--- config.mk ---
export PLATFORM = sky130hd
export DESIGN_NAME = inst_fetch
export DESIGN_NICKNAME = d
export VERILOG_FILES = /design/src/rtl/inst_fetch.sv
export SDC_FILE = /design/constraint.sdc
export NUM_CORES = 1
export LEC_CHECK = 0
export CORE_ASPECT_RATIO = 0.9
export CORE_MARGIN = 2
export CORE_UTILIZATION = 30
export CTS_CLUSTER_SIZE = 16
export DETAILED_ROUTE_END_ITERATION = 10
export SKIP_CTS_REPAIR_TIMING = 1
export SYNTH_ARGS = -nofsm -noshare
export SYNTH_HDL_FRONTEND = slang
export SYNTH_SLANG_ARGS = --single-unit
--- constraint.sdc ---
create_clock -name clk -period 3.65 [get_ports clk]
set_input_delay 0.5475 -clock clk [delete_from_list [all_inputs] [get_ports clk]]
set_output_delay 0.5475 -clock clk [all_outputs]
set_load 0.05 [all_outputs]
--- src/rtl/inst_fetch.sv ---
// Instruction fetch stage: owns the PC, issues word reads over a req/ack handshake,
// and queues up to two returned words for the parser with a redirect-driven flush.
module inst_fetch #(
  parameter logic [31:0] RESET_PC = 32'h0000_0000
) (
  input  logic        clk,
  input  logic        reset_n,
  input  logic        stall,
  input  logic        redirect,
  input  logic [31:0] redirect_pc,
  output logic        imem_req,
  output logic [31:0] imem_addr,
  input  logic        imem_ack,
  input  logic [31:0] imem_rdata,
  output logic [31:0] instruction,
  output logic [31:0] p_count,
  output logic        inst_valid
);

  localparam logic [1:0] IDLE  = 2'd0;
  localparam logic [1:0] FETCH = 2'd1;
  localparam logic [1:0] DRAIN = 2'd2;

  localparam logic [31:0] RESET_PC_AL = {RESET_PC[31:2], 2'b00};

  logic [1:0]        state;
  logic [31:0]       pc;
  logic [31:0]       req_addr;
  logic [1:0][31:0]  q_instr;
  logic [1:0][31:0]  q_pc;
  logic              rd_ptr;
  logic              wr_ptr;
  logic [1:0]        count;

  logic              pop;
  logic              push;
  logic [1:0]        count_next;
  logic [31:0]       next_addr;
  logic [31:0]       target;
  logic              unused_redirect_lsb;

  assign unused_redirect_lsb = ^redirect_pc[1:0];

  assign target     = {redirect_pc[31:2], 2'b00};
  assign next_addr  = req_addr + 32'd4;
  assign pop        = inst_valid && !stall && !redirect;
  assign push       = imem_ack && (state == FETCH) && !redirect;
  assign count_next = count + 2'(push) - 2'(pop);

  assign inst_valid  = (count != 2'd0);
  assign imem_req    = (state == FETCH) || (state == DRAIN);
  assign imem_addr   = req_addr;
  assign instruction = q_instr[rd_ptr];
  assign p_count     = q_pc[rd_ptr];

  always_ff @(posedge clk or negedge reset_n) begin
    if (!reset_n) begin
      state    <= IDLE;
      pc       <= RESET_PC_AL;
      req_addr <= RESET_PC_AL;
      q_instr  <= '0;
      q_pc     <= '0;
      rd_ptr   <= 1'b0;
      wr_ptr   <= 1'b0;
      count    <= 2'd0;
    end else begin
      // FETCH never holds more than one queued entry, so a push always finds a free slot
      if (push) begin
        q_instr[wr_ptr] <= imem_rdata;
        q_pc[wr_ptr]    <= next_addr;
        wr_ptr          <= ~wr_ptr;
      end
      if (pop) begin
        rd_ptr <= ~rd_ptr;
      end

      if (redirect) begin
        count  <= 2'd0;
        rd_ptr <= 1'b0;
        wr_ptr <= 1'b0;
        pc     <= target;
        // A read still in flight must complete before the target can be requested
        if (imem_req && !imem_ack) begin
          state <= DRAIN;
        end else begin
          state    <= FETCH;
          req_addr <= target;
        end
      end else begin
        count <= count_next;
        case (state)
          IDLE: begin
            if (count_next <= 2'd1) begin
              state    <= FETCH;
              req_addr <= pc;
            end
          end
          FETCH: begin
            if (imem_ack) begin
              pc <= next_addr;
              if (count_next <= 2'd1) begin
                req_addr <= next_addr;
              end else begin
                state <= IDLE;
              end
            end
          end
          DRAIN: begin
            if (imem_ack) begin
              state    <= FETCH;
              req_addr <= pc;
            end
          end
          default: state <= IDLE;
        endcase
      end
    end
  end

endmodule

* After elaboration in Yosys (flattened, before gate mapping)
Index checks and enable logic that the tools add are counted.
** Cells by class
- $add $sub $neg :: 3
- $mul :: 0
- Divide/modulo/power cells :: 0
- Order comparisons :: 4
- Equal/unequal tests :: 8
- Shifts and indexed selects :: 0
- Mux-type cells :: 30
- Bitwise operators :: 2
- Reductions and logical operators :: 20
** Operators by type and width (count)
- 2-to-1 mux 32 bit :: 14
- bitwise mux 64 bit :: 2
- case mux 32 bit (3 select lines) :: 1
- adder 32 x 3 -> 32 bit (second input constant) :: 1
- demux 32 bit (select 1 bit) :: 1
- 2-to-1 mux 2 bit :: 7
- inequality test 3 bit (second input constant) :: 4
- nonzero test 2 bit :: 5
- logical AND 1 bit :: 6
- case mux 2 bit (3 select lines) :: 1
- AND reduction 6 bit :: 1
- < comparator 1 x 2 -> 1 bit (second input constant) :: 2
- 2-to-1 mux 1 bit :: 4
- AND reduction 4 bit :: 1
- nonzero test 4 bit :: 1
- zero test 1 bit :: 3
- inequality test 3 x 2 -> 1 bit (second input constant) :: 1
- adder 2 x 1 -> 2 bit :: 1
- equality test 2 x 1 -> 1 bit (second input constant) :: 1
- equality test 2 bit (second input constant) :: 1
- less-or-equal comparator 2 x 1 -> 1 bit (second input constant) :: 1
- zero test 2 bit :: 1
- inequality test 2 bit (second input constant) :: 1
- NOT 1 bit :: 2
- 4 further kinds :: 4
** Storage, ports and cells
- Flip-flop bits (word level) :: 198
- Latch bits :: 0
- Bits in writable memories :: 0
- Bits in read-only memories :: 0
- Memories kept :: 0

* Logic depth before layout (Yosys ltp)
- Word-level depth :: 10
- Mapped depth :: 14
- Mapped depth without buffers :: 12

* Worst setup path before layout
OpenSTA, ideal clock, no wires.
- Path type :: in2reg
- Start :: in redirect
- End :: reg req_addr[19], in the netlist imem_addr[19]
- Setup time :: 130 ps
- Arrival :: 3172 ps
- Required time :: 3520 ps
- Slack :: 348 ps
- Cell stages on the path :: 14
- Buffers on the path :: 5
- Cells stage by stage :: buf_2 > buf_2 > buf_1 > buf_1 > nor3_1 > ha_1 > inv_1 > ha_1 > xor2_1 > xnor2_1 > o311a_1 > clkbuf_1 > o21ai_0 > o2bb2ai_1
** On the way
- Longest elaborated chain between the ends :: 7
** RTL lines
- from (decl) :: RTL line 9 : input logic redirect,
- zero test 1 bit :: RTL line 46, 47
- logical AND 1 bit :: RTL line 47 : assign push = imem_ack && (state == FETCH) && !redirect;
- adder 2 x 1 -> 2 bit :: RTL line 48 : assign count_next = count + 2'(push) - 2'(pop);
- subtractor 2 x 1 -> 2 bit :: RTL line 48
- less-or-equal comparator 2 x 1 -> 1 bit :: RTL line 93, 101
- inequality test 3 x 2 -> 1 bit (no source line) / inequality test 3 bit (equally long branches)
- AND reduction 6 bit (no source line)
- to (signal assigned) :: RTL line 95 : req_addr <= pc;
- to (signal assigned) :: RTL line 102 : req_addr <= next_addr;
- to (signal assigned) :: RTL line 111 : req_addr <= pc;
- to (decl) :: RTL line 28 : logic [31:0] req_addr;
Several ways; a longest one is shown, not always the timed one.
A chain may end at the register's enable or synchronous reset.

* Worst setup path after layout
- Start :: reg rd_ptr
- End :: out p_count[31]
** On the way
- Longest elaborated chain between the ends :: 2
** RTL lines
- from (decl) :: RTL line 31 : logic rd_ptr;
- from (signal assigned) :: RTL line 74 : rd_ptr <= ~rd_ptr;
- 2-to-1 mux 32 bit (not written as such) (2 in series) :: RTL line 54 : assign p_count = q_pc[rd_ptr];
- to (decl) :: RTL line 16 : output logic [31:0] p_count,
Every way passes these cells. The select of a mux whose other input is x is not followed.

==> results.yml <==
status:
  status: "finished, final reports clean"
sta:
  report.final.hold_viol_count: 0
  worst_slew_margin_rel: 0.320
  worst_clock_skew_ns: 0.0159
  final_critical_path_setup_slack_ns: 0.381
  final_max_slew_viol_count: 0
  timing.final.setup_violations: 0
  tightest_slew_ns: 1.02
  finalSetupTns_ns: 0
  final.min_clock_period_ns: 3.27
  fmaxAchievable_ghz: 0.306
  finalCritPeriodShare: 0.896
  rsz0062_at_grt: "false"
placement:
  estimated_wirelength_of_the_detail_placed_design_um: 17900
  placement.setup.worst_slack_ns: 0.409
  place.gp.congestion: 0.784
  port_buffers: 164
global_route:
  grt_pass1_vias: 7386
  grt_overflow_total: 0
  grt_max_degree: 88
  track_usage: 0.160
  antenna_found_initial: 6
  grt_pass1_wl_um: 42800
drt:
  detailedRoute.firstIterationViolations: 372
  drcViolationCount: 0
  vias_cell: 4.99
  detailroute.via_count: 7317
  route.detailed.wl_per_inst_um: 18.2
  first_drt_pass_iteration_count: 5
  detail_route.wirelength_um: 26700
  antenna_left: 0
clock_tree:
  tritoncts_num_sinks: 198
  cts_inserted_buffers: 17
  cts_root_buffer: "sky130_fd_sc_hd__clkbuf_16"
  clock_transition_at_path_regs_ns: 0.07
  ctsHtreeMaxLevel: 4
  insertion_delay_ns: 0.44
  cts_tree: "done"
  ctsLongestPathBuffers: 2
layout:
  finalCoreUtilization: 0.388
  post_route_cells_drive_above_1_share: 0.201
  layout.cells.most_common: "sky130_fd_sc_hd__dfrtp_1"
  layout.cells.most_common_list: "197 x sky130_fd_sc_hd__dfrtp_1, 162 x sky130_fd_sc_hd__clkdlybuf4s50_1, 137 x sky130_fd_sc_hd__mux2_2"
  final.fill_count: 3143
  areaGrowthSynthToFinish_pct: 27.3
  num-nets-final: 1106
synthesis:
  per_instance_average_area_after_synthesis_um2: 10.9
  yosysWarnings: 0
  count_of_flip_flops_with_a_built_in_enable_after_synthesis: 0
  netlist_area_pre_place_mm2: 0.00975
  postSynthNetCount: 971
  postSynthCellCount: 896
  post_synth_arst_share: 1.00
  ys_dominant_reg_cell: "sky130_fd_sc_hd__dfrtp_1"
  post_synthesis_register_bit_count: 198
  seq_area_frac_synth: 0.508
  netlist-cell-type-count: 56
floorplanning:
  coreArea_mm2: 0.0320
  die-width_um: 194
  design.die.area_mm2: 0.0340
  io_pins: 167
  fp.dieH_um: 175
  rows: 62
  initial_utilization: 0.305
power:
  p_total_mw: 12.2
  p_per_area_mw_per_mm2: 981
  total_leakage_power_nw: 5.08
  irDropWorstVdd_v: 0.000526
critical_path:
  worst_ep_arrival_time_ns: 2.72
  worstSetupStartpointType: "flop"
  worstSetupPathType: "flop to output pin"
  worst_setup_path_end_kind: "output pin"
  worst-endpoint-required_ns: 3.10
  critPathMaxFanout: 66
hold_path:
  worstHoldPathType: "primary input to asynchronous set/reset pin"
job:
  timing.max_cap.violations: 0
## state kept, by name, indices dropped and copies added (netlist names)
register and flops:
q_pc 64, q_instr 64, state 2, imem_addr 32, wr_ptr 1, rd_ptr 1
pc 32, count 2
## final timing paths
| check | from | to | slack [ns] | depth (start not counted) |
|---|---|---|---|---|
| max | rd_ptr | p_count[31] | 0.38 | 2 |
| min | reset_n | q_pc[61] | 0.16 | 1 |
| max reg2reg | state[1] | imem_addr[14] | 0.70 | 13 |
| min reg2reg | q_pc[43] | q_pc[43] | 0.47 | 2 |
| max in group asynchronous | reset_n | q_instr[29] | 2.59 | 2 |
| min in group clk | redirect | rd_ptr | 0.37 | 2 |
## cells by family after synthesis
logic type	Yosys count	share of synthesized area
xor+xnor	30	0.0270
mux	139	0.160
simple gates	214	0.116
flops	198	0.508
compound gates	228	0.145
fa+ha+maj	6	0.00770
buf+inv	81	0.0358
## critical path, cell delays in order (launching register included)
cell and delay, ns:
sky130_fd_sc_hd__dfrtp_4 1.10, sky130_fd_sc_hd__mux2_2 0.43, sky130_fd_sc_hd__clkdlybuf4s50_1 0.72
## through the flow
| stage | area, um^2 | instances | hold slack, ns |
|---|---|---|---|
| floorplan | 9750 | 896 | 0.252 |
| finish | 12400 | 1465 | 0.155 |
| global route | 12400 | 1462 | 0.213 |
| global placement | 11800 | 1428 | 0.455 |
| detailed placement | 11800 | 1428 | 0.464 |
| CTS | 12400 | 1460 | 0.186 |
## power breakdown
group,switching [mW],internal (mW)
Combinational,3.94,2.44
Clock,0.953,0.912
Sequential,0.801,3.13
## synthesized netlist by cell type, types with 2 or more instances
cell,number,area [um^2]
sky130_fd_sc_hd__o21a_1,2,15.0
sky130_fd_sc_hd__inv_1,14,52.6
sky130_fd_sc_hd__o22ai_1,7,43.8
sky130_fd_sc_hd__clkbuf_1,33,124
sky130_fd_sc_hd__and4_1,5,43.8
sky130_fd_sc_hd__nand2b_1,2,12.5
sky130_fd_sc_hd__a31oi_1,8,50.1
sky130_fd_sc_hd__o21ai_0,74,370
sky130_fd_sc_hd__nor4_1,3,18.8
sky130_fd_sc_hd__a211o_1,7,61.3
sky130_fd_sc_hd__o211ai_1,2,15.0
sky130_fd_sc_hd__nand2_1,68,255
sky130_fd_sc_hd__nor3b_1,6,45.0
sky130_fd_sc_hd__buf_1,12,45.0
sky130_fd_sc_hd__buf_6,2,22.5
sky130_fd_sc_hd__a22oi_1,24,180
sky130_fd_sc_hd__a21oi_1,62,310
sky130_fd_sc_hd__o31a_1,6,52.6
sky130_fd_sc_hd__o31ai_1,2,15.0
sky130_fd_sc_hd__xor2_1,6,52.6
sky130_fd_sc_hd__nand3_1,11,55.1
sky130_fd_sc_hd__mux2_2,137,1540
sky130_fd_sc_hd__nor3_1,7,35.0
sky130_fd_sc_hd__a221oi_1,3,26.3
sky130_fd_sc_hd__buf_2,17,85.1
sky130_fd_sc_hd__nand4_1,10,62.6
sky130_fd_sc_hd__and2_1,4,25.0
sky130_fd_sc_hd__nand3b_1,4,30.0
sky130_fd_sc_hd__mux2i_1,2,20.0
sky130_fd_sc_hd__xnor2_1,24,210
sky130_fd_sc_hd__nor2b_1,3,18.8
sky130_fd_sc_hd__dfrtp_1,198,4950
sky130_fd_sc_hd__buf_4,2,15.0
sky130_fd_sc_hd__or3_1,2,12.5
sky130_fd_sc_hd__o21ai_1,4,20.0
sky130_fd_sc_hd__nand4_4,2,42.5
sky130_fd_sc_hd__o311a_1,2,20.0
sky130_fd_sc_hd__and3_1,4,25.0
sky130_fd_sc_hd__o2bb2ai_1,8,70.1
sky130_fd_sc_hd__a22o_1,12,105
sky130_fd_sc_hd__ha_1,6,75.1
sky130_fd_sc_hd__nor4_4,5,106
sky130_fd_sc_hd__nor2_1,71,267
## cell type report
cell class | count | area (um^2) | area share
Clock inverter | 13 | 133 | 0.0107
Sequential cell | 198 | 4960 | 0.400
Timing Repair Buffer | 183 | 1820 | 0.147
Inverter | 14 | 52.6 | 0.00424
Antenna cell | 5 | 12.5 | 0.00101
Multi-Input combinational cell | 617 | 4480 | 0.361
Clock buffer | 19 | 433 | 0.0349
Tap cell | 416 | 520 | 0.0419
## per-layer routing
layer / vias up / part of all wire / global-route usage
met5: - / 0.00094 / 0
met4: 4 / 0.013 / 0.0407
met3: 25 / 0.052 / 0.0434
met2: 148 / 0.46 / 0.256
met1: 3645 / 0.47 / 0.216
li1: 3495 / - / -
Power figures use the tool's default switching activity.
